**config.mk**
```make
export PLATFORM = sky130hd
export DESIGN_NAME = fir_sample_feeder
export DESIGN_NICKNAME = d
export VERILOG_FILES = /design/src/rtl/fir_pkg.sv /design/src/rtl/fir_sample_ram.sv /design/src/rtl/fir_sample_feeder.sv
export SDC_FILE = /design/constraint.sdc
export NUM_CORES = 2
export LEC_CHECK = 0
export ABC_AREA = 0
export BUFFER_PORTS_ARGS = -buffer_cell sky130_fd_sc_hd__clkbuf_2
export CAP_MARGIN = 25
export CORE_ASPECT_RATIO = 0.7
export CORE_UTILIZATION = 60
export CTS_BUF_LIST = sky130_fd_sc_hd__clkbuf_2
export DETAILED_ROUTE_END_ITERATION = 8
export PLACE_DENSITY = 0.74
export SLEW_MARGIN = 20
export SYNTH_ARGS = -nofsm -noshare
export SYNTH_HDL_FRONTEND = slang
export SYNTH_HIERARCHICAL = 1
export SYNTH_SLANG_ARGS = --single-unit
```
**constraint.sdc**
```tcl
create_clock -name clk -period 13.7 [get_ports clk]
set_input_delay 4.11 -clock clk [delete_from_list [all_inputs] [get_ports clk]]
set_output_delay 4.11 -clock clk [all_outputs]
set_load 0.05 [all_outputs]
```
**src/rtl/fir_pkg.sv**
```systemverilog
// rtl/fir_pkg.sv - shared word width, feeder state encoding and sample-pair type
package fir_pkg;

  // Default width of filter input and golden output words.
  localparam int DATA_W = 32;

  // Feeder control states.
  typedef enum logic [1:0] {
    ST_IDLE   = 2'd0,
    ST_STREAM = 2'd1,
    ST_DONE   = 2'd2
  } feeder_state_e;

  // One stored sample: filter input and its matching golden output.
  typedef struct packed {
    logic [DATA_W-1:0] in;
    logic [DATA_W-1:0] gold;
  } sample_pair_t;

endpackage

```
**src/rtl/fir_sample_ram.sv**
```systemverilog
// rtl/fir_sample_ram.sv - sample-pair storage, one write port, one registered-address read port
module fir_sample_ram #(
  parameter int DEPTH = 64,
  parameter int WIDTH = 64,
  localparam int AW = $clog2(DEPTH)
) (
  input  logic             clk,
  input  logic             we,
  input  logic [AW-1:0]    waddr,
  input  logic [WIDTH-1:0] wdata,
  input  logic             re,
  input  logic [AW-1:0]    raddr,
  output logic [WIDTH-1:0] rdata
);

  // Contents are never reset; the controller's count says what is valid.
  logic [WIDTH-1:0] mem [DEPTH];
  logic [AW-1:0]    raddr_q;

  // Store a pair at the write address.
  always_ff @(posedge clk) begin
    if (we) begin
      mem[waddr] <= wdata;
    end
  end

  // Capture the read address; data follows from the array the next cycle.
  always_ff @(posedge clk) begin
    if (re) begin
      raddr_q <= raddr;
    end
  end

  assign rdata = mem[raddr_q];

endmodule

```
**src/rtl/fir_sample_feeder.sv**
```systemverilog
// rtl/fir_sample_feeder.sv - buffers sample pairs, then replays them to an FIR/SSE wrapper on request
module fir_sample_feeder #(
  parameter int DEPTH  = 64,
  parameter int DATA_W = fir_pkg::DATA_W,
  localparam int CW = $clog2(DEPTH + 1),
  localparam int AW = $clog2(DEPTH)
) (
  input  logic              clk,
  input  logic              rst,
  input  logic              clr,
  input  logic              wr_en,
  input  logic [DATA_W-1:0] wr_in,
  input  logic [DATA_W-1:0] wr_gold,
  output logic              wr_full,
  output logic [CW-1:0]     count,
  input  logic              start,
  input  logic              next,
  output logic [DATA_W-1:0] in_data,
  output logic [DATA_W-1:0] gold_data,
  output logic              stop,
  output logic              busy,
  output logic              underrun
);

  import fir_pkg::ST_IDLE;
  import fir_pkg::ST_STREAM;
  import fir_pkg::ST_DONE;

  localparam logic [1:0] S_IDLE   = ST_IDLE;
  localparam logic [1:0] S_STREAM = ST_STREAM;
  localparam logic [1:0] S_DONE   = ST_DONE;

  localparam logic [CW-1:0] FULL_COUNT = CW'(DEPTH);

  logic [1:0]    state_q, state_d;
  logic [CW-1:0] count_q, count_d;
  logic [AW-1:0] rd_ptr_q, rd_ptr_d;
  logic          stop_q, stop_d;
  logic          underrun_q, underrun_d;
  logic          full_q;
  // Set once a pair has been loaded onto the read port; gates the outputs to
  // zero after reset/clear since the storage itself is not reset.
  logic          valid_q, valid_d;

  logic                ram_we;
  logic                ram_re;
  logic [AW-1:0]       ram_raddr;
  logic [2*DATA_W-1:0] ram_rdata;
  logic                last_pair;

  assign last_pair = (CW'(rd_ptr_q) == (count_q - CW'(1)));

  // Next-state logic: clear first, then the per-state rules.
  always_comb begin
    state_d    = state_q;
    count_d    = count_q;
    rd_ptr_d   = rd_ptr_q;
    stop_d     = stop_q;
    underrun_d = underrun_q;
    valid_d    = valid_q;
    ram_we     = 1'b0;
    ram_re     = 1'b0;
    ram_raddr  = '0;
    if (clr) begin
      state_d    = S_IDLE;
      count_d    = '0;
      rd_ptr_d   = '0;
      stop_d     = 1'b0;
      underrun_d = 1'b0;
      valid_d    = 1'b0;
    end else begin
      case (state_q)
        S_IDLE: begin
          if (next) begin
            underrun_d = 1'b1;
          end
          // start wins over a same-cycle write; the write is dropped.
          if (start && (count_q != '0)) begin
            state_d   = S_STREAM;
            rd_ptr_d  = '0;
            ram_re    = 1'b1;
            ram_raddr = '0;
            valid_d   = 1'b1;
          end else if (wr_en && (count_q != FULL_COUNT)) begin
            ram_we  = 1'b1;
            count_d = count_q + CW'(1);
          end
        end
        S_STREAM: begin
          if (next) begin
            if (last_pair) begin
              state_d = S_DONE;
              stop_d  = 1'b1;
            end else begin
              rd_ptr_d  = rd_ptr_q + AW'(1);
              ram_re    = 1'b1;
              ram_raddr = rd_ptr_q + AW'(1);
            end
          end
        end
        S_DONE: begin
          if (next) begin
            underrun_d = 1'b1;
          end
          if (start) begin
            state_d   = S_STREAM;
            stop_d    = 1'b0;
            rd_ptr_d  = '0;
            ram_re    = 1'b1;
            ram_raddr = '0;
          end
        end
        default: begin
          state_d = S_IDLE;
        end
      endcase
    end
  end

  // Control registers with synchronous reset taking priority over clear.
  always_ff @(posedge clk) begin
    if (rst) begin
      state_q    <= S_IDLE;
      count_q    <= '0;
      rd_ptr_q   <= '0;
      stop_q     <= 1'b0;
      underrun_q <= 1'b0;
      full_q     <= 1'b0;
      valid_q    <= 1'b0;
    end else begin
      state_q    <= state_d;
      count_q    <= count_d;
      rd_ptr_q   <= rd_ptr_d;
      stop_q     <= stop_d;
      underrun_q <= underrun_d;
      full_q     <= (count_d == FULL_COUNT);
      valid_q    <= valid_d;
    end
  end

  fir_sample_ram #(
    .DEPTH (DEPTH),
    .WIDTH (2 * DATA_W)
  ) u_ram (
    .clk   (clk),
    .we    (ram_we & ~rst),
    .waddr (count_q[AW-1:0]),
    .wdata ({wr_in, wr_gold}),
    .re    (ram_re & ~rst),
    .raddr (ram_raddr),
    .rdata (ram_rdata)
  );

  assign in_data   = valid_q ? ram_rdata[2*DATA_W-1:DATA_W] : '0;
  assign gold_data = valid_q ? ram_rdata[DATA_W-1:0] : '0;
  assign stop      = stop_q;
  assign busy      = (state_q == S_STREAM);
  assign underrun  = underrun_q;
  assign count     = count_q;
  assign wr_full   = full_q;

endmodule

```
==> results.json <==
{
  "status": "finished clean",
  "cts_setup_buffers": 0,
  "ys_seq_elements": 4127,
  "fillers": 16600,
  "ys_types": 63,
  "setup_tns_ns": 0,
  "fmax_mhz": 92.6,
  "worst-path-buf-inv": 3,
  "fin_crit_ns": 10.80,
  "rsz0062_at_grt": "false",
  "vias": 82700,
  "num_rows": 156,
  "maxCapViolCount": 0,
  "initial_core_util": 0.605,
  "worstReg2RegStart": "count[5]",
  "yosysMostFrequentCell": "edfxtp_1",
  "syn_area_per_cell_sq_um": 23.4,
  "drt-pass1-iter-count": 7,
  "drc_errors": 0,
  "synth_ff_type": "edfxtp_1",
  "layout.nets": 7656,
  "wl_per_cell_um": 37.7,
  "wl_met3_mm": 76.4,
  "grt_pass1_vias": 80700,
  "cts_htree_levels": 6,
  "clock_power_share": 0.341,
  "cts_hold_buf": 0,
  "p_sw_frac": 0.231,
  "final_util": 0.661,
  "hp-class": "register to register",
  "p_total_uw": 21800,
  "synth.top_cell.area_share": 0.787,
  "cp.required_ns": 9.59,
  "hold_viol": 0,
  "relSlewSlack": 0.156,
  "highest_layer": "met5",
  "cts_tree": "yes",
  "post_cts_resized": 0,
  "gr-usage-all-layers": 0.339,
  "cts-buffers-inserted": 881,
  "grt_overflow_total": 0,
  "ys_warn_count": 6,
  "crit_family": "buffers and inverters",
  "clkTransAtPathRegs_ns": 0.12,
  "ff2ff_setup_slack_ns": 7.98,
  "die_h_um": 429,
  "cp_slowest_stage_delay_ns": 0.86,
  "cp-start-kind": "register",
  "ios": 145,
  "seq_area_frac_synth": 0.790,
  "fin_crit_sh": 0.789,
  "yosys-top-cells-area": "edfxtp_1 79%, mux4_2 15%, a22oi_1 1.2%, o221ai_1 0.54%, buf_2 0.46%",
  "core_sq_um": 259000,
  "clk_path_buf_depth": 4,
  "cts_num_sinks": 4127,
  "clk_latency_ns": 1.96,
  "clock_skew_ns": 0.141,
  "p_leak_uw": 0.0549,
  "crit_path_frequent_cell": "buf_4",
  "dr_wl_met2_mm": 191,
  "route.layer.met1.wl_mm": 157,
  "vdd_ir_drop_max_uv": 83.6,
  "path_cells": "buf_4, and2_4, buf_4, a22oi_1, nand3_1, o211a_1, and2_1, clkbuf_2",
  "synthTopCellsByCount": "4102 x edfxtp_1, 1024 x mux4_2, 257 x a22oi_1",
  "fin_area_sq_um": 171000,
  "syn_area_sq_um": 157000,
  "min-delay-start": "u_ram/raddr_q[4]",
  "routed_wl_mm": 444,
  "cts_root_buffer": "clkbuf_2",
  "critical_path.slowest_cell": "dfxtp_4",
  "synth_nets": 6771,
  "power_frac_seq": 0.636,
  "power.density_nw_per_um2": 127,
  "critPathMaxFanout": 41,
  "register_area_sq_um": 124000,
  "tightest_slew_ns": 1.27,
  "antenna_found_initial": 44,
  "worstPathArrival_ns": 6.69,
  "die_area_sq_um": 263000,
  "drtIter0Drc": 14400,
  "p_sw_uw": 5050,
  "gp_congestion": 0.833,
  "drive_above_1_share": 0.352,
  "portBuffers": 144,
  "vias_per_cell": 7.03,
  "synth_area_leader_cell": "edfxtp_1",
  "die_w_um": 613,
  "syn_to_final_growth_pct": 9.35,
  "crit_type": "register to output pin",
  "finalSetupViolCount": 0,
  "hpwl_mm": 234,
  "multiInputGateArea_sq_um": 31600,
  "place_area_sq_um": 163000,
  "grt_max_degree": 150,
  "internal_power_uw": 16800,
  "route.antenna.remaining_nets": 0,
  "critPathCaptureType": "output pin",
  "synth-edff-count": 4102,
  "synthCells": 6697,
  "synthArstFlopShare": 0,
  "min_path_cells": 1,
  "comb_power_share": 0.023,
  "whs_ns": 0.490,
  "timing.rr.end": "u_ram/mem[29][18]",
  "drv_slew": 0,
  "reg2reg_depth": 8,
  "grt_pass1_wl_mm": 612
}
## worst register-to-register path, delay by kind of cell (launching register included)
kind                   cells  cell delay [ns]
and+or+nand+nor            5             2.99
DFF                        1             0.57
buffers and inverters      2             1.43
AOI/OAI and AO/OA          1             0.23
## cell usage in the layout, fill, tap and decap left out, drive strengths merged, types with 27 or more instances in the layout
cell / netlist / routed
edfxtp: 4102 / 4102
clkbuf: 174 / 1409
mux4: 1024 / 1024
buf: 220 / 294
a22oi: 257 / 257
clkinv: 0 / 206
nor2: 148 / 148
nand3: 112 / 112
o221ai: 96 / 96
o22ai: 95 / 95
mux2i: 70 / 70
and2: 69 / 69
o211a: 64 / 64
nand3b: 37 / 37
a21oi: 36 / 36
a211oi: 32 / 32
diode: 0 / 27
## sequential cells by signal, indices dropped and copies added (netlist names), named ones only
| name | count |
|---|---|
| valid_q | 1 |
| u_ram/mem | 4096 |
| rd_ptr_q | 6 |
| u_ram/raddr_q | 6 |
| count | 7 |
| stop | 1 |
| state_q | 2 |
| underrun | 1 |
| wr_full | 1 |
## power groups by stage
stage / clock, uW / sequential (uW) / combinational [uW]
3_3_place_gp: 0 / 14200 / 450
3_5_place_dp: 0 / 14200 / 482
5_1_grt: 8100 / 13900 / 534
2_1_floorplan: 0 / 14200 / 194
6_report: 7440 / 13900 / 512
4_1_cts: 7520 / 13900 / 482
## layout make-up
class                           instances  share of cell area
Sequential cell                      4127               0.723
Multi-Input combinational cell       2169               0.185
Clock buffer                         1307              0.0382
Tap cell                             3476              0.0254
Timing Repair Buffer                  396              0.0209
Clock inverter                        246             0.00781
Antenna cell                           27            0.000395
Inverter                                7            0.000153
## cell families (layout without fill, tap and decap cells)
family / after synthesis / in the layout / synth area share
XOR/XNOR: 18 / 18 / 0.00101
buffers and inverters: 401 / 1956 / 0.0118
adder cells (fa/ha/maj): 4 / 4 / 0.000320
multiplexers: 1101 / 1101 / 0.152
flip-flops: 4127 / 4127 / 0.790
AND/OR/NAND/NOR: 443 / 443 / 0.0150
AO/OA/AOI/OAI: 603 / 603 / 0.0296
other: 0 / 27 / 0
## metal layers
| layer | GRT usage | vias up |
|---|---|---|
| met5 | 0.00675 | - |
| met3 | 0.116 | 995 |
| li1 | - | 31300 |
| met2 | 0.470 | 7671 |
| met4 | 0.132 | 36 |
| met1 | 0.504 | 42700 |
## through the flow
step,std cells,worst slack (ns)
after CTS,11700,2.76
after detailed placement,10100,4.93
after floorplan,6697,3.51
after global placement,10100,4.92
after global routing,11700,2.57
final,11800,2.90
## worst max-delay path by stage
stage / start / end / slack (ns) / depth (start not counted)
finish: register / gold_data[4] / 2.90 / 8
global route: register / in_data[7] / 2.57 / 8
CTS: register / in_data[7] / 2.76 / 8
detailed placement: register / in_data[7] / 4.93 / 8
global placement: register / in_data[7] / 4.92 / 8
floorplan: clr / u_ram/mem[49][0] / 3.51 / 6
Note: power is estimated with default switching activity, not from simulation.
